File: src/rtl/rx_channel.sv
`default_nettype none
// ============================================================================
// Module      : rx_channel
// Description : HDLC receive bit front end. Samples the serial line, detects
//               flag / abort / idle patterns, removes stuffed zeros and
//               assembles frame contents into bytes (LSB first).
// Revision    : 1.0 - initial release
// ============================================================================
module rx_channel (
    input  logic       Clk,
    input  logic       Rst,
    input  logic       RxEN,
    input  logic       Rx,
    output logic       Rx_FlagDetect,
    output logic       Rx_AbortDetect,
    output logic       Rx_Idle,
    output logic       Rx_NewByte,
    output logic [7:0] Rx_Data,
    output logic       Rx_AlignErr
);

    // Oldest bit lives in bit 7, newest in bit 0.
    localparam logic [7:0] C_FLAG      = 8'h7E;  // 0111_1110
    localparam logic [7:0] C_ABORT     = 8'h7F;  // a 0 followed by seven 1s
    localparam logic [7:0] C_IDLE      = 8'hFF;
    // The edge that recognises the flag already shifts out the first flag
    // bit, so seven more flag bits remain to be skipped.
    localparam logic [2:0] C_SKIP_LOAD = 3'd7;

    typedef enum logic [1:0] {
        S_HUNT = 2'd0,
        S_SKIP = 2'd1,
        S_DATA = 2'd2
    } state_t;

    logic [7:0] r_shiftReg;
    logic [7:0] r_stuffMark;
    logic [2:0] r_onesCnt;
    state_t     r_state;
    state_t     w_stateNext;
    logic [2:0] r_skipCnt;
    logic [2:0] w_skipCntNext;
    logic [2:0] r_bitCnt;
    logic [2:0] w_bitCntNext;
    logic [6:0] r_shadow;
    logic [6:0] w_shadowNext;
    logic [7:0] w_dataNext;
    logic       w_newByte;
    logic       w_alignErr;

    logic w_flagMatch;
    logic w_abortMatch;
    logic w_idleMatch;
    logic w_outBit;
    logic w_outStuffed;
    logic w_rxStuffed;

    assign w_flagMatch  = (r_shiftReg == C_FLAG);
    assign w_abortMatch = (r_shiftReg == C_ABORT);
    assign w_idleMatch  = (r_shiftReg == C_IDLE);
    assign w_outBit     = r_shiftReg[7];
    assign w_outStuffed = r_stuffMark[7];
    // A zero arriving right after exactly five ones was inserted by the sender.
    assign w_rxStuffed  = ~Rx && (r_onesCnt == 3'd5);

    // Bit pipeline: shift register, stuff marks and saturating ones counter.
    always_ff @(posedge Clk) begin
        if (Rst) begin
            r_shiftReg  <= 8'h00;
            r_stuffMark <= 8'h00;
            r_onesCnt   <= 3'd0;
        end else if (RxEN) begin
            r_shiftReg  <= {r_shiftReg[6:0], Rx};
            r_stuffMark <= {r_stuffMark[6:0], w_rxStuffed};
            if (!Rx) begin
                r_onesCnt <= 3'd0;
            end else if (r_onesCnt != 3'd7) begin
                r_onesCnt <= r_onesCnt + 3'd1;
            end
        end
    end

    // Frame state machine and byte assembly: next-state and strobe decode.
    always_comb begin
        w_stateNext   = r_state;
        w_skipCntNext = r_skipCnt;
        w_bitCntNext  = r_bitCnt;
        w_shadowNext  = r_shadow;
        w_dataNext    = Rx_Data;
        w_newByte     = 1'b0;
        w_alignErr    = 1'b0;
        case (r_state)
            S_HUNT: begin
                if (w_flagMatch) begin
                    w_stateNext   = S_SKIP;
                    w_skipCntNext = C_SKIP_LOAD;
                end
            end
            S_SKIP: begin
                if (w_flagMatch) begin
                    w_skipCntNext = C_SKIP_LOAD;
                end else if (w_abortMatch) begin
                    w_stateNext = S_HUNT;
                end else if (r_skipCnt == 3'd1) begin
                    w_stateNext   = S_DATA;
                    w_skipCntNext = 3'd0;
                    w_bitCntNext  = 3'd0;
                end else begin
                    w_skipCntNext = r_skipCnt - 3'd1;
                end
            end
            S_DATA: begin
                // Stuffed zeros are dropped without advancing the bit count.
                if (!w_outStuffed) begin
                    w_bitCntNext = r_bitCnt + 3'd1;
                    if (r_bitCnt == 3'd7) begin
                        w_newByte  = 1'b1;
                        w_dataNext = {w_outBit, r_shadow};
                    end else begin
                        w_shadowNext[r_bitCnt] = w_outBit;
                    end
                end
                // A closing flag doubles as the next opening flag.
                if (w_flagMatch) begin
                    w_stateNext   = S_SKIP;
                    w_skipCntNext = C_SKIP_LOAD;
                    w_alignErr    = (r_bitCnt != 3'd0) && !w_newByte;
                end else if (w_abortMatch) begin
                    w_stateNext = S_HUNT;
                end
            end
            default: begin
                w_stateNext = S_HUNT;
            end
        endcase
    end

    // State, counters and registered outputs; strobes drop while disabled.
    always_ff @(posedge Clk) begin
        if (Rst) begin
            r_state        <= S_HUNT;
            r_skipCnt      <= 3'd0;
            r_bitCnt       <= 3'd0;
            r_shadow       <= 7'd0;
            Rx_Data        <= 8'h00;
            Rx_NewByte     <= 1'b0;
            Rx_AlignErr    <= 1'b0;
            Rx_FlagDetect  <= 1'b0;
            Rx_AbortDetect <= 1'b0;
            Rx_Idle        <= 1'b0;
        end else if (RxEN) begin
            r_state        <= w_stateNext;
            r_skipCnt      <= w_skipCntNext;
            r_bitCnt       <= w_bitCntNext;
            r_shadow       <= w_shadowNext;
            Rx_Data        <= w_dataNext;
            Rx_NewByte     <= w_newByte;
            Rx_AlignErr    <= w_alignErr;
            Rx_FlagDetect  <= w_flagMatch;
            Rx_AbortDetect <= w_abortMatch;
            Rx_Idle        <= w_idleMatch;
        end else begin
            Rx_NewByte     <= 1'b0;
            Rx_AlignErr    <= 1'b0;
            Rx_FlagDetect  <= 1'b0;
            Rx_AbortDetect <= 1'b0;
        end
    end

endmodule
`default_nettype wire

File: config.mk
export PLATFORM = sky130hd
export DESIGN_NAME = rx_channel
export DESIGN_NICKNAME = d
export VERILOG_FILES = /design/src/rtl/rx_channel.sv
export SDC_FILE = /design/constraint.sdc
export NUM_CORES = 1
export LEC_CHECK = 0
export ABC_AREA = 1
export CORE_MARGIN = 1.5
export CORE_UTILIZATION = 59
export CTS_CLUSTER_SIZE = 20
export DETAILED_ROUTE_END_ITERATION = 10
export PLACE_DENSITY = 0.88
export SYNTH_ARGS = -nofsm -noshare
export SYNTH_HDL_FRONTEND = slang
export SYNTH_SLANG_ARGS = --single-unit
export TNS_END_PERCENT = 100
File: constraint.sdc
create_clock -name Clk -period 2.4 [get_ports Clk]
set_clock_uncertainty 0.1 [all_clocks]
set_input_delay 0.36 -clock Clk [delete_from_list [all_inputs] [get_ports Clk]]
set_output_delay 0.36 -clock Clk [all_outputs]
set_load 0.02 [all_outputs]
After elaboration in Yosys (flattened, before gate mapping):

Cells that the tools add are included.

* order comparisons: 2
* equality and inequality tests: 19
* div/mod/pow operators: 0
* reductions and logical operators: 18
* shift-type cells: 0
* add/sub/neg operators: 3
* mux-type cells: 25
* multiply operators: 0
* bitwise operators: 6

Operator list (count)
* 2-to-1 mux 3 bit: 10
* equality test 8 x 7 -> 1 bit (second input constant): 2
* 2-to-1 mux 2 bit: 6
* inequality test 3 bit (second input constant): 4
* one-hot mux 3 bit (2 select lines): 2
* AND reduction 4 bit: 3
* inequality test 2 bit (second input constant): 5
* equality test 8 bit (second input constant): 1
* bitwise mux 7 bit: 1
* adder 3 x 1 -> 3 bit (second input constant): 2
* equality test 3 bit (second input constant): 2
* inverter 1 bit: 6
* one-hot mux 2 bit (3 select lines): 1
* AND reduction 6 bit: 1
* AND reduction 5 bit: 1
* less-than comparator 3 x 4 -> 1 bit (second input constant): 1
* 2-to-1 mux 1 bit: 4
* inequality test 2 x 1 -> 1 bit (second input constant): 2
* nonzero test 2 bit: 2
* OR reduction 2 bit: 2
* OR reduction 4 bit: 1
* demux 1 bit (select 3 bit): 1
* equality test 3 x 1 -> 1 bit (second input constant): 1
* >= comparator 3 x 1 -> 1 bit (second input constant): 1
* 9 further kinds: 11

* register bits: 47
* output and inout bits: 13
* word-level logic and storage cells: 86
* ROM bits: 0
* memories: 0
* RAM bits: 0
* input bits: 4
* bits in latches: 0

Logic depth before layout (Yosys ltp):

* word-level depth: 6
* gate-level depth with buffers: 11

Worst setup path after synthesis:

No wires, ideal clock.

* kind: flip-flop to flip-flop
* start point: register r_bitCnt[0]
* end point: register r_shadow[4]
* clock period less this slack: 1538 ps
* arrival time: 1320 ps
* setup slack: 862 ps
* setup time: 117 ps
* cell stages (with the launch flop): 9
* required time: 2183 ps
* cells stage by stage: dfxtp_1 -> ha_1 -> ha_1 -> nor2_1 -> nand3_2 -> nor2_2 -> nand3_1 -> o21ai_1 -> a21oi_1

* word-level cells in the longest chain between the ends: 5
* elaborated cells between the ends (all ways): 9

RTL lines
* start: declaration: RTL line 43 `logic [2:0] r_bitCnt;`
* start signal: assignment: RTL line 154 `r_bitCnt <= w_bitCntNext;`
* less-than comparator 3 x 4 -> 1 bit (implied by the code) or >= comparator 3 x 1 -> 1 bit (tied branches): RTL line 120 `w_shadowNext[r_bitCnt] = w_outBit;`
* logical AND 1 bit (implied by the code): RTL line 120
* 2-to-1 mux 1 bit (implied by the code): RTL line 120
* demux 1 bit (select 3 bit): RTL line 120
* bitwise mux 7 bit: RTL line 120
* end signal: assignment: RTL line 155 `r_shadow <= w_shadowNext;`
* end: declaration: RTL line 45 `logic [6:0] r_shadow;`

Several ways; a longest one is shown, not always the timed one.
A chain may end at the register's enable or synchronous reset.

Worst setup path after layout:

* start point: register Rx_Data[6]
* end point: output Rx_Data[6]

RTL lines
* start: declaration: RTL line 18 `output logic [7:0] Rx_Data,`
* start signal: assignment: RTL line 156 `Rx_Data <= w_dataNext;`

No word-level cell between the ends.

==> impl_metrics.toml <==
[die]
start_util_pct = 61.19
core_um2 = 3311
dieArea_um2 = 3794
io_pins = 17
die_x_um = 61.60
die_h_um = 61.60
rows = 21

[hold_path]
holdPathStages = 2
hold_path_class = "register to register"
holdPathEnd = "Rx_Data[6]$_SDFFE_PP0P_"
hp-start = "r_shadow[6]$_SDFFE_PP0P_"

[final_layout]
antennaDiodeCount = 0
final_layout_size_suffix_gt1_share_pct = 9.187
num-fill-cells = 290
nets = 294
final_area_um2 = 2295
layout-area-overhead-vs-synth_pct = 13.28

[route]
num_vias = 1707
firstDrtPassIters = 4
route.detailed.drc = 0
via_per_inst = 5.188
routed_wirelength_um = 3807
initialDrtViolationCount = 75
ant_nets = 0
wl_per_cell_um = 11.57

[place]
placed_area_um2 = 2226
dp_hpwl_um = 2768
io_buffers = 16
place_congestion = 0.8117

[cts]
clkTransAtPathRegs_ns = 0.13
htree_levels = 2
cts.sinks = 47
clockBufferDepth = 2
cts_tree = "built"
clockRootBuffer = "clkbuf_4"
cts_hold_buf = 0
post_cts_buffers = 0
cts_buffers = 5
worstSkewPairLatency_ns = 0.37
cts_resized = 0

[power]
internal_power_uw = 995.9
ir_drop_mv = 0.5508
combPwrFrac_pct = 5.5
power_leakage_uw = 0.0008926
swShare_pct = 23.19
clockPowerShare_pct = 32.1
p_per_area_nw_per_um2 = 565.0
seqPwrFrac_pct = 62.4
switchingPower_uw = 300.7

[critical_path]
critical_path.cell_chain = "clkdlybuf4s50_1"
r2r_start = "r_bitCnt[1]$_SDFFE_PP0P_"
worst-path-max-fanout = 2
worstPathArrival_ns = 1.34
rrSetupSlack_ns = 0.61
critical_path.top_delay_family = "buffers and inverters"
rr_endpoint = "Rx_Data[0]$_SDFFE_PP0P_"
cpPeakStageDelay_ns = 0.61
start_kind = "register"
crit_required_ns = 1.94
reg2reg_depth = 9
end_kind = "output pin"
path_class = "register to output pin"
cp_num_buf_inv = 1
slowest_stage = "clkdlybuf4s50_1"

[yosys]
synth_top_area_share_pct = 46.45
syn-mean-instance-area_um2 = 7.644
synthTopCellsByArea = "dfxtp_1, nor2_1, a21oi_1, nand2_1, o21ai_0"
netlist_instances = 265
synthesis.nets = 277
ys_types = 26
synth_flop_cell = "dfxtp_1"
synthesis.area_um2 = 2026
async_flop_share_pct = 0
synth_top_area_cell = "dfxtp_1"
ys_seq_elements = 47
ys_warn_count = 0
synth_edf_count = 0
synth-seq-area-share_pct = 46.45

[grt]
grt.overflow.total = 0
grt_max_degree = 25
antenna_found_initial = 0
grtUsageTotal_pct = 22.31
grt_pass1_wl_um = 6154
grt_pass1_vias = 1467

[sta]
rsz0062_at_grt = "no"
finalHoldViolCount = 0
setup-tns-final_ns = 0
fin_crit_ns = 1.799
setup_viol = 0
tightest_slew_ns = 0.3231
min_period_over_period_pct = 74.95
slew_viol_final = 0
max_freq_mhz = 555.9
slew_headroom_pct = 78.43

[run]
max_cap_violations = 0

[status]
status = "finished, final reports clean"
[synthesized netlist by cell type, types with 2 or more instances]
| library cell | number |
|---|---|
| dfxtp_1 | 47 |
| nor2_1 | 43 |
| nand2_1 | 33 |
| a21oi_1 | 26 |
| inv_1 | 22 |
| o21ai_0 | 21 |
| nand3_1 | 18 |
| o21ai_1 | 12 |
| ha_1 | 8 |
| clkbuf_1 | 5 |
| inv_2 | 5 |
| nor2_4 | 4 |
| nor3_1 | 3 |
| buf_1 | 2 |
| buf_2 | 2 |
| nand3_2 | 2 |
| nand4_1 | 2 |
| nor2_2 | 2 |
[tightest hold or removal path, cell delays in order, from the launching register on]
cell and delay, ns:
dfxtp_1 0.32, inv_1 0.06, a21oi_1 0.05
[cell families (layout without fill, tap and decap cells)]
kind of cell / after synthesis / count (layout) / synth area share (%)
simple gates: 110 / 110 / 24.89
flops: 47 / 47 / 46.45
buf+inv: 37 / 55 / 7.351
fa+ha+maj: 8 / 8 / 4.942
compound gates: 63 / 63 / 16.37
[flip-flops by register name, indices dropped and copies added (netlist names)]
name and flops:
r_skipCnt 3, Rx_Data 8, r_shadow 7, Rx_AbortDetect 1
Rx_FlagDetect 1, Rx_NewByte 1, r_stuffMark 8, r_shiftReg 8
Rx_AlignErr 1, r_bitCnt 3, Rx_Idle 1, r_state 2
r_onesCnt 3
[how the worst max path moves through the flow]
stage	start	endpoint	cells past startpoint
after floorplan	r_bitCnt[0]$_SDFFE_PP0P_	r_shadow[4]$_SDFFE_PP0P_	8
after global placement	RxEN	r_bitCnt[1]$_SDFFE_PP0P_	6
after detailed placement	RxEN	r_bitCnt[1]$_SDFFE_PP0P_	6
after CTS	Rx_Data[6]$_SDFFE_PP0P_	Rx_Data[6]	1
after global routing	r_bitCnt[1]$_SDFFE_PP0P_	Rx_Data[0]$_SDFFE_PP0P_	9
final	Rx_Data[6]$_SDFFE_PP0P_	Rx_Data[6]	1
[layer usage]
metal	global-route usage (%)	vias to the layer above	wire (um)
li1	-	905	-
met1	27.68	761	1763
met2	34.59	34	1786
met3	8.403	7	190
met4	9.726	0	67
met5	0	-	0
[power by group through the flow]
stage / combinational [uW] / sequential [uW] / clock, uW
5_1_grt: 80.8 / 812 / 454
3_5_place_dp: 71.4 / 826 / 0
3_3_place_gp: 68.9 / 825 / 0
2_1_floorplan: 51.6 / 822 / 0
4_1_cts: 71.8 / 809 / 422
6_report: 71.3 / 809 / 416
[area by class of cell]
| type | count | area [um2] | share of cell area, % |
|---|---|---|---|
| clock buffer | 8 | 68.82 | 2.999 |
| timing repair buffer | 20 | 190.2 | 8.288 |
| inverter | 27 | 101.3 | 4.417 |
| multi-input combinational | 181 | 935.9 | 40.79 |
| tap | 46 | 57.56 | 2.508 |
| sequential | 47 | 940.9 | 41.00 |
[placed cells by master (no fill, tap or decap), types with 5 or more instances in the layout]
master,synthesis,routed
o21ai_1,12,12
nand3_1,18,18
clkbuf_4,0,5
nand2_1,33,33
ha_1,8,8
dfxtp_1,47,47
nor2_1,43,43
inv_2,5,5
inv_1,22,22
a21oi_1,26,26
o21ai_0,21,21
clkdlybuf4s50_1,0,16
[metrics by stage]
step | setup slack (ns) | hold WS (ns) | std cells | total power (uW) | util [%]
finish | 0.6011 | 0.3607 | 329 | 1297 | 69.31
global route | 0.4086 | 0.3817 | 329 | 1346 | 69.31
CTS | 0.5998 | 0.3636 | 329 | 1302 | 69.31
detailed placement | 0.5192 | 0.3493 | 321 | 897.8 | 67.23
global placement | 0.5734 | 0.3397 | 321 | 894.2 | 67.23
floorplan | 0.8623 | 0.3291 | 265 | 873.6 | -
(Power assumes the default switching activity.)
==> RTL change 1 (same settings) <==
Add an input register stage for `RxEN` and `Rx`, with the module's reset; this delays them by one clock.
--- a/src/rtl/rx_channel.sv
+++ b/src/rtl/rx_channel.sv
@@ -35,2 +35,15 @@
 
+    logic RxEN_q;
+    logic Rx_q;
+
+    always_ff @(posedge Clk) begin
+        if (Rst) begin
+            RxEN_q <= '0;
+            Rx_q   <= '0;
+        end else begin
+            RxEN_q <= RxEN;
+            Rx_q   <= Rx;
+        end
+    end
+
     logic [7:0] r_shiftReg;
@@ -63,3 +76,3 @@
     // A zero arriving right after exactly five ones was inserted by the sender.
-    assign w_rxStuffed  = ~Rx && (r_onesCnt == 3'd5);
+    assign w_rxStuffed  = ~Rx_q && (r_onesCnt == 3'd5);
 
@@ -71,6 +84,6 @@
             r_onesCnt   <= 3'd0;
-        end else if (RxEN) begin
-            r_shiftReg  <= {r_shiftReg[6:0], Rx};
+        end else if (RxEN_q) begin
+            r_shiftReg  <= {r_shiftReg[6:0], Rx_q};
             r_stuffMark <= {r_stuffMark[6:0], w_rxStuffed};
-            if (!Rx) begin
+            if (!Rx_q) begin
                 r_onesCnt <= 3'd0;
@@ -150,3 +163,3 @@
             Rx_Idle        <= 1'b0;
-        end else if (RxEN) begin
+        end else if (RxEN_q) begin
             r_state        <= w_stateNext;
Behaviour: not the same (Yosys sat finds a counterexample within 10 cycles, from zero or initial values and one cycle with Rst high).
==> RTL change 1 against the original RTL <==
  * Sequential share of layout area is 0.32 points lower
  * Area after synthesis increased by 6.3%
  * Power increased by 2.6%
  * Cell area up 5.1%
  * Wire length is 7.0% higher
  * Setup slack worse by 46 ps
  * Non-clock buffer count is the same
  * Count of clock-buffer cells in the layout shrank 1
  * Sequential cell count is 2 higher
  * Core utilization increased by 1.3 points
  * Critical endpoint is now Rx_Data[0]
==> RTL change 1: results (changes against the original RTL) <==
status:
  status: "finished clean"
cells_and_area:
  drive_above_1_share: 0.104  # +0.0122
  seqCellArea_um2: 981  # +4.3%
global_route:
  met3_usage: 0.0411  # -0.0430
  first_global_vias: 1679  # +14%
  grt_start_max_net_pins: 35  # +40%
  use_met1: 0.293  # +0.0163
  grt_usage: 0.229  # +0.00608
pwr:
  p_clk_frac: 0.315  # -0.006
  leakage_nw: 0.977  # +9.4%
  seq_power_mw: 0.842  # +4.1%
  power_density_nw_per_um2: 552  # -2.4%
drt:
  drt_iter0_markers: 117  # +56%
  wl_um: 4070  # +7.0%
  vias: 1788  # +4.7%
setup_path:
  r2r_cells: 7  # -2
  crit_path_start: "Rx_Data[0]"
  arrival_ps: 1390  # +50 ps
  r2r-start: "r_bitCnt[2]"
logic_synthesis:
  ys_top_cells_by_count: "nor2_1 (53), dfxtp_1 (49), nand2_1 (42)"
  synth_nets: 293  # +5.8%
  synth-seq-area-share: 0.456  # -0.00894
place:
  dpl.hpwl_um: 2900  # +4.7%
  placed_cell_area_um2: 2340  # +5.2%
timing:
  fmax_mhz: 542  # -2.5%
## RTL change 1: worst register-to-register path, cell delays in order, from the launching register on
cell and delay, ps:
dfxtp_1 560, ha_1 220, inv_1 80, nor2_1 160
nand3_2 150, inv_2 190, o21ai_0 100, a21oi_1 180
## RTL change 1: final cells by class
| type | instances | share of cell area |
|---|---|---|
| repair buffers | 20 | 0.0789 |
| clock inverters | 1 | 0.00208 |
| multi-input cells | 193 | 0.418 |
| inverters | 28 | 0.0436 |
| flip-flops and latches | 49 | 0.407 |
| clock buffers | 7 | 0.0270 |
| well taps | 46 | 0.0239 |
## RTL change 1: cell families after synthesis
logic type / share of synthesized area
and+or+nand+nor: 0.286
AOI/OAI and AO/OA: 0.135
DFF: 0.456
buffers and inverters: 0.0767
adders and majority gates: 0.0465
## RTL change 1: metrics by stage
step | cells | hold WS [ps]
2_1_floorplan | 281 | 329
3_3_place_gp | 336 | 347
3_5_place_dp | 336 | 354
4_1_cts | 344 | 373
5_1_grt | 344 | 394
6_report | 344 | 370
==> RTL change 2 (same flow settings) <==
Without the edit above. Encoding of `state_t`: now one-hot (3 bits for 3 states).
--- a/src/rtl/rx_channel.sv
+++ b/src/rtl/rx_channel.sv
@@ -29,6 +29,6 @@
 
-    typedef enum logic [1:0] {
-        S_HUNT = 2'd0,
-        S_SKIP = 2'd1,
-        S_DATA = 2'd2
+    typedef enum logic [2:0] {
+        S_HUNT = 3'b001,
+        S_SKIP = 3'b010,
+        S_DATA = 3'b100
     } state_t;
Behaviour: no difference found for any inputs over 10 cycles, from zero or initial values and one cycle with Rst high; not proved beyond that.
==> RTL change 2 against the original RTL <==
  * Global-route usage about the same
  * Cell count grew 14%
  * Setup slack gained 90 ps
  * Wire length grew 8.5%
  * Cell area rose by 10%
  * Area after synthesis rose by 8.9%
  * Sequential cell count rose by 1
  * Critical path type unchanged
  * Critical endpoint is now Rx_Idle
Power is not compared: it rests on default switching activity, and its combinational part moved more than twofold at a synthesized area within 25%.
==> RTL change 2: results (changes against the original RTL) <==
global_route:
  grt_start_max_net_pins: 24  # -4.0%
  grt_usage: 0.223  # +0.000254
  grt_pass1_wl_um: 7250  # +18%
  first_global_vias: 1737  # +18%
setup_path:
  reg2reg_to: "Rx_Data[1]"
  crit_family: "buffers and inverters"
  worst-r2r-setup-slack_ps: 710  # +100 ps
  crit_path_max_incr_delay_ps: 600
  r2r_cells: 8  # -1
pwr:
  vdd_drop_max_v: 0.000663
  leakage_nw: 1.10
cells_and_area:
  nets: 337  # +15%
  reg_top3: "Rx_Data x8, r_shiftReg x8, r_stuffMark x8"
  layout.cells.non_filler: 374  # +14%
  antennaDiodeCount: 0  # unchanged
  drive_above_1_share: 0.107  # +0.0155
place:
  gp_congestion: 0.861  # +6.1%
  dpl.hpwl_um: 2950  # +6.6%
  numPortBuffers: 16  # unchanged
drt:
  viasPerCell: 5.10  # -1.6%
  first_pass_iters: 4  # unchanged
  wl_um: 4130  # +8.5%
  drt_iter0_markers: 126  # +68%
logic_synthesis:
  ys_types: 25  # -3.8%
  synth_nets: 319  # +15%
  netlist_top_cells_area: "dfxtp_1 (44%), nor2_1 (12%), nand2_1 (10%), o21ai_0 (5.4%), ha_1 (4.5%)"
  synth-seq-area-share: 0.436  # -0.0289
  synth_cells: 307  # +16%
  ys_top_cells_by_count: "nor2_1 (69), nand2_1 (61), dfxtp_1 (48)"
clock_network:
  clk_pin_slew_ps: 90  # -40 ps
  worst_skew_pair.late_latency_ps: 300  # -70 ps
  cts.repair.resized: 0  # unchanged
  cts-root-buf: "clkbuf_8"
hold_path:
  holdPathEnd: "Rx_Data[2]"
  holdCritStartpoint: "r_shadow[2]"
  hp-class: "flop to flop"
timing:
  worst_pin_slew_ps: 339  # +15.9 ps
  hold_slack_ps: 368  # +7.34 ps
status:
  status: "finished clean"
-- RTL change 2: cell count changes after synthesis, moves of 3 or more --
cell	delta
a21oi_1	-10
nand2_1	+28
nand2_2	+4
nand3_1	-3
nor2_1	+26
nor2_2	+3
o21ai_0	+3
o21ai_1	-10
-- RTL change 2: per-layer routing --
metal,global-route usage,share of wire,up-vias
met5,0,0,-
met3,0.0616,0.035,5
li1,-,-,1009
met4,0.0904,0.013,0
met1,0.265,0.46,859
met2,0.380,0.50,36
-- RTL change 2: worst max path at each step --
stage | start | endpoint | slack, ps | depth (start not counted)
3_5_place_dp | RxEN | r_skipCnt[1] | 490 | 7
3_3_place_gp | RxEN | r_bitCnt[1] | 550 | 7
6_report | Rx_Idle | Rx_Idle | 690 | 1
2_1_floorplan | r_bitCnt[0] | Rx_Data[1] | 930 | 9
4_1_cts | Rx_Idle | Rx_Idle | 670 | 1
5_1_grt | r_bitCnt[0] | Rx_Data[7] | 520 | 8
-- RTL change 2: final cells by class --
class,instances,share of cell area
clock buffers,6,0.0326
clock inverters,2,0.0153
inverters,28,0.0415
multi-input cells,222,0.432
flip-flops and latches,48,0.379
well taps,48,0.0237
repair buffers,20,0.0751
-- RTL change 2: cells by family (layout without fill, tap and decap cells) --
family | after synthesis | after routing | share of synthesized area
AND/OR/NAND/NOR | 168 | 168 | 0.340
buffers and inverters | 37 | 56 | 0.0681
flip-flops | 48 | 48 | 0.436
AO/OA/AOI/OAI | 46 | 46 | 0.111
adder cells (fa/ha/maj) | 8 | 8 | 0.0454
-- RTL change 2: stage by stage --
step / setup slack (ps) / cell area, um^2
after global placement: 552 / 2410
after detailed placement: 489 / 2410
final: 691 / 2530
after CTS: 672 / 2530
after floorplan: 926 / 2210
after global routing: 517 / 2530
-- RTL change 2: power by group through the flow --
| stage | Clock (mW) | Combinational [mW] | Sequential, mW |
|---|---|---|---|
| 2_1_floorplan | 0 | 0.424 | 0.926 |
| 3_3_place_gp | 0 | 0.492 | 0.935 |
| 3_5_place_dp | 0 | 0.510 | 0.938 |
| 4_1_cts | 0.622 | 0.514 | 0.919 |
| 5_1_grt | 0.658 | 0.597 | 0.926 |
| 6_report | 0.612 | 0.514 | 0.919 |
